$ cat config.mk
export PLATFORM = sky130hd
export DESIGN_NAME = sqrt_seq_ctrl_flat
export DESIGN_NICKNAME = d
export VERILOG_FILES = /design/src/rtl/sqrt_seq_ctrl_if.sv /design/src/rtl/sqrt_seq_ctrl.sv /design/src/flat_wrapper.sv
export SDC_FILE = /design/constraint.sdc
export NUM_CORES = 1
export LEC_CHECK = 0
export CAP_MARGIN = 20
export CORE_AREA = 5 5 42 44
export CTS_CLUSTER_SIZE = 24
export DETAILED_ROUTE_END_ITERATION = 8
export DIE_AREA = 0 0 47 49
export GPL_TIMING_DRIVEN = 0
export HOLD_SLACK_MARGIN = 0.05
export RECOVER_POWER = 50
export SLEW_MARGIN = 25
export SYNTH_ARGS = -nofsm -noshare
export SYNTH_HDL_FRONTEND = slang
export SYNTH_SLANG_ARGS = --single-unit
$ cat constraint.sdc
create_clock -name clk -period 1.2 [get_ports clk]
set_input_delay 0.18 -clock clk [delete_from_list [all_inputs] [get_ports clk]]
set_output_delay 0.18 -clock clk [all_outputs]
set_load 0.03 [all_outputs]
$ cat src/rtl/sqrt_seq_ctrl_if.sv
// Handshake and datapath-control bundle for the square-root sequencer.
// master: requester/datapath side (drives start, abort, rem_neg).
// slave:  the sequencer itself (drives strobes, status and iter_idx).
interface sqrt_seq_ctrl_if #(
  parameter int WIDTH = 8
);
  localparam int ITER = WIDTH / 2;
  localparam int CW   = (ITER > 1) ? $clog2(ITER) : 1;

  logic          start;
  logic          abort;
  logic          rem_neg;
  logic          busy;
  logic          done;
  logic          ld_en;
  logic          it_en;
  logic          sub_sel;
  logic          q_bit;
  logic          fix_en;
  logic [CW-1:0] iter_idx;

  modport master (
    output start, abort, rem_neg,
    input  busy, done, ld_en, it_en, sub_sel, q_bit, fix_en, iter_idx
  );

  modport slave (
    input  start, abort, rem_neg,
    output busy, done, ld_en, it_en, sub_sel, q_bit, fix_en, iter_idx
  );
endinterface

$ cat src/rtl/sqrt_seq_ctrl.sv
// Sequencing FSM for an iterative non-restoring square-root datapath.
// Produces load / iterate / fix enables, the add-sub select and the quotient
// bit, and a start/busy/done handshake. No arithmetic lives here.
// Every output except q_bit is a flop; each branch of the FSM sets the
// outputs that belong to the state it is moving into, so the strobes are
// aligned with the state register and glitch-free.
module sqrt_seq_ctrl #(
  parameter int WIDTH = 8
) (
  input  logic                   clk,
  input  logic                   rst_n,
  sqrt_seq_ctrl_if.slave         bus
);
  localparam int ITER = WIDTH / 2;
  localparam int CW   = (ITER > 1) ? $clog2(ITER) : 1;

  typedef enum logic [2:0] {
    S_IDLE = 3'd0,
    S_LOAD = 3'd1,
    S_ITER = 3'd2,
    S_FIX  = 3'd3,
    S_DONE = 3'd4
  } state_t;

  state_t        state_reg;
  logic          busy_reg;
  logic          done_reg;
  logic          ld_en_reg;
  logic          it_en_reg;
  logic          sub_sel_reg;
  logic          fix_en_reg;
  logic [CW-1:0] iter_idx_reg;

  // State and registered outputs. Outputs default to their idle/reset values
  // every edge; the branch taken overrides those belonging to the next state.
  always_ff @(posedge clk or negedge rst_n) begin
    if (!rst_n) begin
      state_reg    <= S_IDLE;
      busy_reg     <= 1'b0;
      done_reg     <= 1'b0;
      ld_en_reg    <= 1'b0;
      it_en_reg    <= 1'b0;
      sub_sel_reg  <= 1'b1;
      fix_en_reg   <= 1'b0;
      iter_idx_reg <= '0;
    end else begin
      busy_reg     <= 1'b0;
      done_reg     <= 1'b0;
      ld_en_reg    <= 1'b0;
      it_en_reg    <= 1'b0;
      sub_sel_reg  <= 1'b1;
      fix_en_reg   <= 1'b0;
      iter_idx_reg <= '0;
      state_reg    <= S_IDLE;

      case (state_reg)
        S_IDLE: begin
          // abort has priority over a simultaneous start
          if (bus.start && !bus.abort) begin
            state_reg <= S_LOAD;
            ld_en_reg <= 1'b1;
            busy_reg  <= 1'b1;
          end
        end

        S_LOAD: begin
          if (!bus.abort) begin
            state_reg    <= S_ITER;
            it_en_reg    <= 1'b1;
            busy_reg     <= 1'b1;
            iter_idx_reg <= CW'(ITER - 1);
            // first iteration always subtracts the trial value
            sub_sel_reg  <= 1'b1;
          end
        end

        S_ITER: begin
          if (!bus.abort) begin
            if (iter_idx_reg == '0) begin
              // a negative final remainder needs one restore step
              if (bus.rem_neg) begin
                state_reg   <= S_FIX;
                fix_en_reg  <= 1'b1;
                busy_reg    <= 1'b1;
                sub_sel_reg <= 1'b0;
              end else begin
                state_reg <= S_DONE;
                done_reg  <= 1'b1;
              end
            end else begin
              state_reg    <= S_ITER;
              it_en_reg    <= 1'b1;
              busy_reg     <= 1'b1;
              iter_idx_reg <= iter_idx_reg - CW'(1);
              // non-restoring: next op adds when remainder went negative
              sub_sel_reg  <= ~bus.rem_neg;
            end
          end
        end

        S_FIX: begin
          if (!bus.abort) begin
            state_reg <= S_DONE;
            done_reg  <= 1'b1;
          end
        end

        S_DONE: begin
          // abort and start are both ignored here; always return to idle
          state_reg <= S_IDLE;
        end

        default: begin
          // illegal encodings recover to idle with idle outputs
          state_reg <= S_IDLE;
        end
      endcase
    end
  end

  assign bus.busy     = busy_reg;
  assign bus.done     = done_reg;
  assign bus.ld_en    = ld_en_reg;
  assign bus.it_en    = it_en_reg;
  assign bus.sub_sel  = sub_sel_reg;
  assign bus.fix_en   = fix_en_reg;
  assign bus.iter_idx = iter_idx_reg;
  // the sole combinational path: quotient bit follows the remainder sign
  assign bus.q_bit    = it_en_reg & ~bus.rem_neg;

endmodule

$ cat src/flat_wrapper.sv
// flat-port wrapper written by rule: the top's interface ports become plain ports
module sqrt_seq_ctrl_flat 
#(
  parameter int WIDTH = 8
)
  (clk, rst_n, bus_start, bus_abort, bus_rem_neg, bus_busy, bus_done, bus_ld_en, bus_it_en, bus_sub_sel, bus_q_bit, bus_fix_en, bus_iter_idx);
  sqrt_seq_ctrl_if #(.WIDTH(WIDTH)) bus_i ();
  input  logic clk;
  input  logic rst_n;
  input wire logic [$bits(bus_i.start)-1:0] bus_start;
  input wire logic [$bits(bus_i.abort)-1:0] bus_abort;
  input wire logic [$bits(bus_i.rem_neg)-1:0] bus_rem_neg;
  output wire logic [$bits(bus_i.busy)-1:0] bus_busy;
  output wire logic [$bits(bus_i.done)-1:0] bus_done;
  output wire logic [$bits(bus_i.ld_en)-1:0] bus_ld_en;
  output wire logic [$bits(bus_i.it_en)-1:0] bus_it_en;
  output wire logic [$bits(bus_i.sub_sel)-1:0] bus_sub_sel;
  output wire logic [$bits(bus_i.q_bit)-1:0] bus_q_bit;
  output wire logic [$bits(bus_i.fix_en)-1:0] bus_fix_en;
  output wire logic [$bits(bus_i.iter_idx)-1:0] bus_iter_idx;
  assign bus_i.start = bus_start;
  assign bus_i.abort = bus_abort;
  assign bus_i.rem_neg = bus_rem_neg;
  assign bus_busy = bus_i.busy;
  assign bus_done = bus_i.done;
  assign bus_ld_en = bus_i.ld_en;
  assign bus_it_en = bus_i.it_en;
  assign bus_sub_sel = bus_i.sub_sel;
  assign bus_q_bit = bus_i.q_bit;
  assign bus_fix_en = bus_i.fix_en;
  assign bus_iter_idx = bus_i.iter_idx;
  sqrt_seq_ctrl #(.WIDTH(WIDTH)) u_core (.clk(clk), .rst_n(rst_n), .bus(bus_i));
endmodule
==> impl_metrics.tcl, run 1 <==
set metrics [dict create \
    io_pins 14 \
    start_util_pct 32.0 \
    finClkSkew_ns 0.00371 \
    num_antenna_cells 0 \
    seqPwrFrac_pct 51.8 \
    grt_start_max_net_pins 12 \
    drive_gt1_share_pct 27.8 \
    hp-class "in -> reg" \
    min_period_over_period_pct 97.1 \
    avgSynthCellArea_sq_um 12.1 \
    cts_sinks 11 \
    wire_per_inst_um 12.0 \
    synth_cell_types 20 \
    synth_top_cells_by_area "dfrtp_1, dfstp_2, a21oi_1" \
    cts_max_level 1 \
    synthesis.nets 42 \
    grt_first_pass_wirelength_um 1410 \
    netlist_area_sq_um 448 \
    grt_usage_pct 8.70 \
    max-cap-violations 0 \
    die_x_um 47 \
    numCtsBuffers 3 \
    yosys.area.top_type "dfrtp_1" \
    cts.path.max_buffers 2 \
    viasPerCell 4.71 \
    setup_viol 0 \
    drtIter0Drc 4 \
    rsz0062_at_grt "no" \
    rows 14 \
    fin_hold_ws_ns 0.214 \
    drt_wl_total_um 837 \
    max_stage_delay_ns 0.37 \
    path_cells "clkdlybuf4s15_1" \
    crit_type "reg -> out" \
    ys.warnings.count 0 \
    r2r_start "u_core.bus.iter_idx[1]" \
    max-slew-margin-rel_pct 67.8 \
    tightest_slew_ns 0.481 \
    fmaxAchievable_mhz 858 \
    postSynthCellCount 37 \
    drv_slew 0 \
    worstSetupEndpoint "bus_it_en" \
    dp_hpwl_um 600 \
    cp_slowest_cell "dfrtp_1" \
    first_global_vias 301 \
    insertion_delay_ns 0.27 \
    io_buffers 13 \
    grt_overflow_total 0 \
    crit_buf_inv 1 \
    comb_power_share_pct 15.2 \
    cp-end-kind "output pin" \
    p_sw_share_pct 28.2 \
    p_leak_nw 0.314 \
    nets 60 \
    cts-root-buf "clkbuf_4" \
    synth.top_cell.area_share_pct 55.9 \
    worst-endpoint-arrival_ns 0.99 \
    hold_viol 0 \
    drc 0 \
    p_sw_w 0.000223 \
    vias 330 \
    ff2ff_path_depth 3 \
    cts.clk_slew.worst_paths_ns 0.07 \
    antenna_found_initial 0 \
    dpl_cell_area_sq_um 598 \
    dieArea_sq_um 2300 \
    cp-startpoint "u_core.bus.it_en" \
    gp_congestion 0.770 \
    p_int_w 0.000568 \
    power_density_nw_per_um2 1290 \
    worst_ir_drop_vdd_mv 0.593 \
    synth-seq-cells 11 \
    crit_family "flip-flops" \
    pwr-share-clk_pct 32.9 \
    path_max_fanout 2 \
    period_needed_ns 1.17 \
    area_growth_pct 36.6 \
    power_w 0.000791 \
    cp.depth 1 \
    cts_tree "built" \
    reg2reg_setup_slack_ns 0.14 \
    critical_path_required_ns 1.02 \
    drtAntennaViolNets 0 \
    core_area_sq_um 1400 \
    start_kind "flip-flop" \
    r2r_end "u_core.state_reg[1]" \
    dr.pass1.iters 4 \
    yosysSeqAreaShare_pct 61.7 \
    largest_register_ffs 3 \
    status "complete, no violations" \
    cts-hold-fix-buffers 0 \
    dieHeight_um 49 \
    fin_area_sq_um 612 \
]
[repair_timing]
| action | 4_1_cts | 5_1_grt |
|---|---|---|
| buffers inserted | 0 | 0 |
| endpoints found under the setup margin | 9 | 4 |
| gates resized for setup | 27 | 4 |
| cloned | 0 | 0 |
[per-layer routing]
| metal | routed length (um) | GRT usage, % | part of all wire [%] | vias to the layer above |
|---|---|---|---|---|
| met4 | 17 | 6.91 | 2.0 | 0 |
| met3 | 63 | 2.21 | 7.5 | 2 |
| li1 | - | - | - | 168 |
| met2 | 362 | 9.95 | 43 | 11 |
| met1 | 394 | 13.0 | 47 | 149 |
| met5 | 0 | 0 | 0 | - |
[worst min path at each step]
stage	from	endpoint	slack, ns	cells after the start
finish	bus_rem_neg	u_core.bus.sub_sel	0.21	2
global route	bus_rem_neg	u_core.bus.sub_sel	0.24	2
CTS	rst_n	u_core.bus.it_en	0.25	1
detailed placement	u_core.state_reg[2]	u_core.bus.sub_sel	0.53	2
global placement	u_core.state_reg[2]	u_core.bus.sub_sel	0.52	2
floorplan	rst_n	u_core.bus.busy	-0.12	0
[Yosys cell counts, drive strengths merged]
cell type  number
a21oi           5
a31oi           1
and2b           1
clkbuf          1
dfrtp          10
dfstp           1
nand2b          1
nand3           2
nand3b          1
nor2            2
nor2b           2
nor3            3
nor3b           1
o211a           2
o21ai           1
o21bai          1
or2             1
or2b            1
[area by class of cell]
type	count	area [sq um]
Multi-Input combinational cell	25	173
Buffer	1	3.75
Timing Repair Buffer	13	110
Fill cell	144	790
Tap cell	16	20.0
Sequential cell	11	279
Clock buffer	4	26.3
[cells in the final DEF, fill, tap and decap left out, types with 2 or more instances in the layout]
master,instances
o211a_1,2
nor2b_1,2
a21oi_1,5
clkbuf_4,4
clkdlybuf4s50_1,2
clkbuf_1,2
nor2_1,2
dlygate4sd2_1,4
buf_2,3
dfrtp_2,2
nor3_2,2
dfrtp_1,8
[cell families (layout without fill, tap and decap cells)]
| family | after synthesis | after routing | share of synthesized area, % |
|---|---|---|---|
| flops | 11 | 11 | 61.7 |
| compound gates | 10 | 10 | 14.2 |
| buf+inv | 1 | 18 | 0.837 |
| simple gates | 15 | 15 | 23.2 |
[through the flow]
stage	worst slack, ns	utilization (%)	instances	TNS, ns
2_1_floorplan	0.0216	-	37	0
3_3_place_gp	-0.458	42.7	66	-1.40
3_5_place_dp	-0.460	42.7	66	-1.45
4_1_cts	0.00401	42.9	70	0
5_1_grt	0.000316	43.7	70	0
6_report	0.0344	43.7	70	0
[power by group through the flow]
stage | sequential [W] | combinational (W) | clock [W]
floorplan | 0.000442 | 0.0000449 | 0
global placement | 0.000416 | 0.000134 | 0
detailed placement | 0.000416 | 0.000134 | 0
CTS | 0.000409 | 0.000122 | 0.000263
global route | 0.000413 | 0.000134 | 0.000285
finish | 0.000410 | 0.000120 | 0.000261
(Power assumes the default switching activity.)
==> run 2, diff against run 1 <==
--- a/config.mk
+++ b/config.mk
@@ -12,6 +12,7 @@
 export DIE_AREA = 0 0 47 49
 export GPL_TIMING_DRIVEN = 0
 export HOLD_SLACK_MARGIN = 0.05
+export MAX_ROUTING_LAYER = met4
 export RECOVER_POWER = 50
 export SLEW_MARGIN = 25
 export SYNTH_ARGS = -nofsm -noshare
==> results of run 2 <==
Final layout, timing and power as in run 1 (identical DEF).
Main changes from that run: final weighted congestion in routability-driven placement 0.770 -> 0.780; via count of the first global-routing pass 301 -> 300; overall routing resource usage 8.70% -> 8.92%
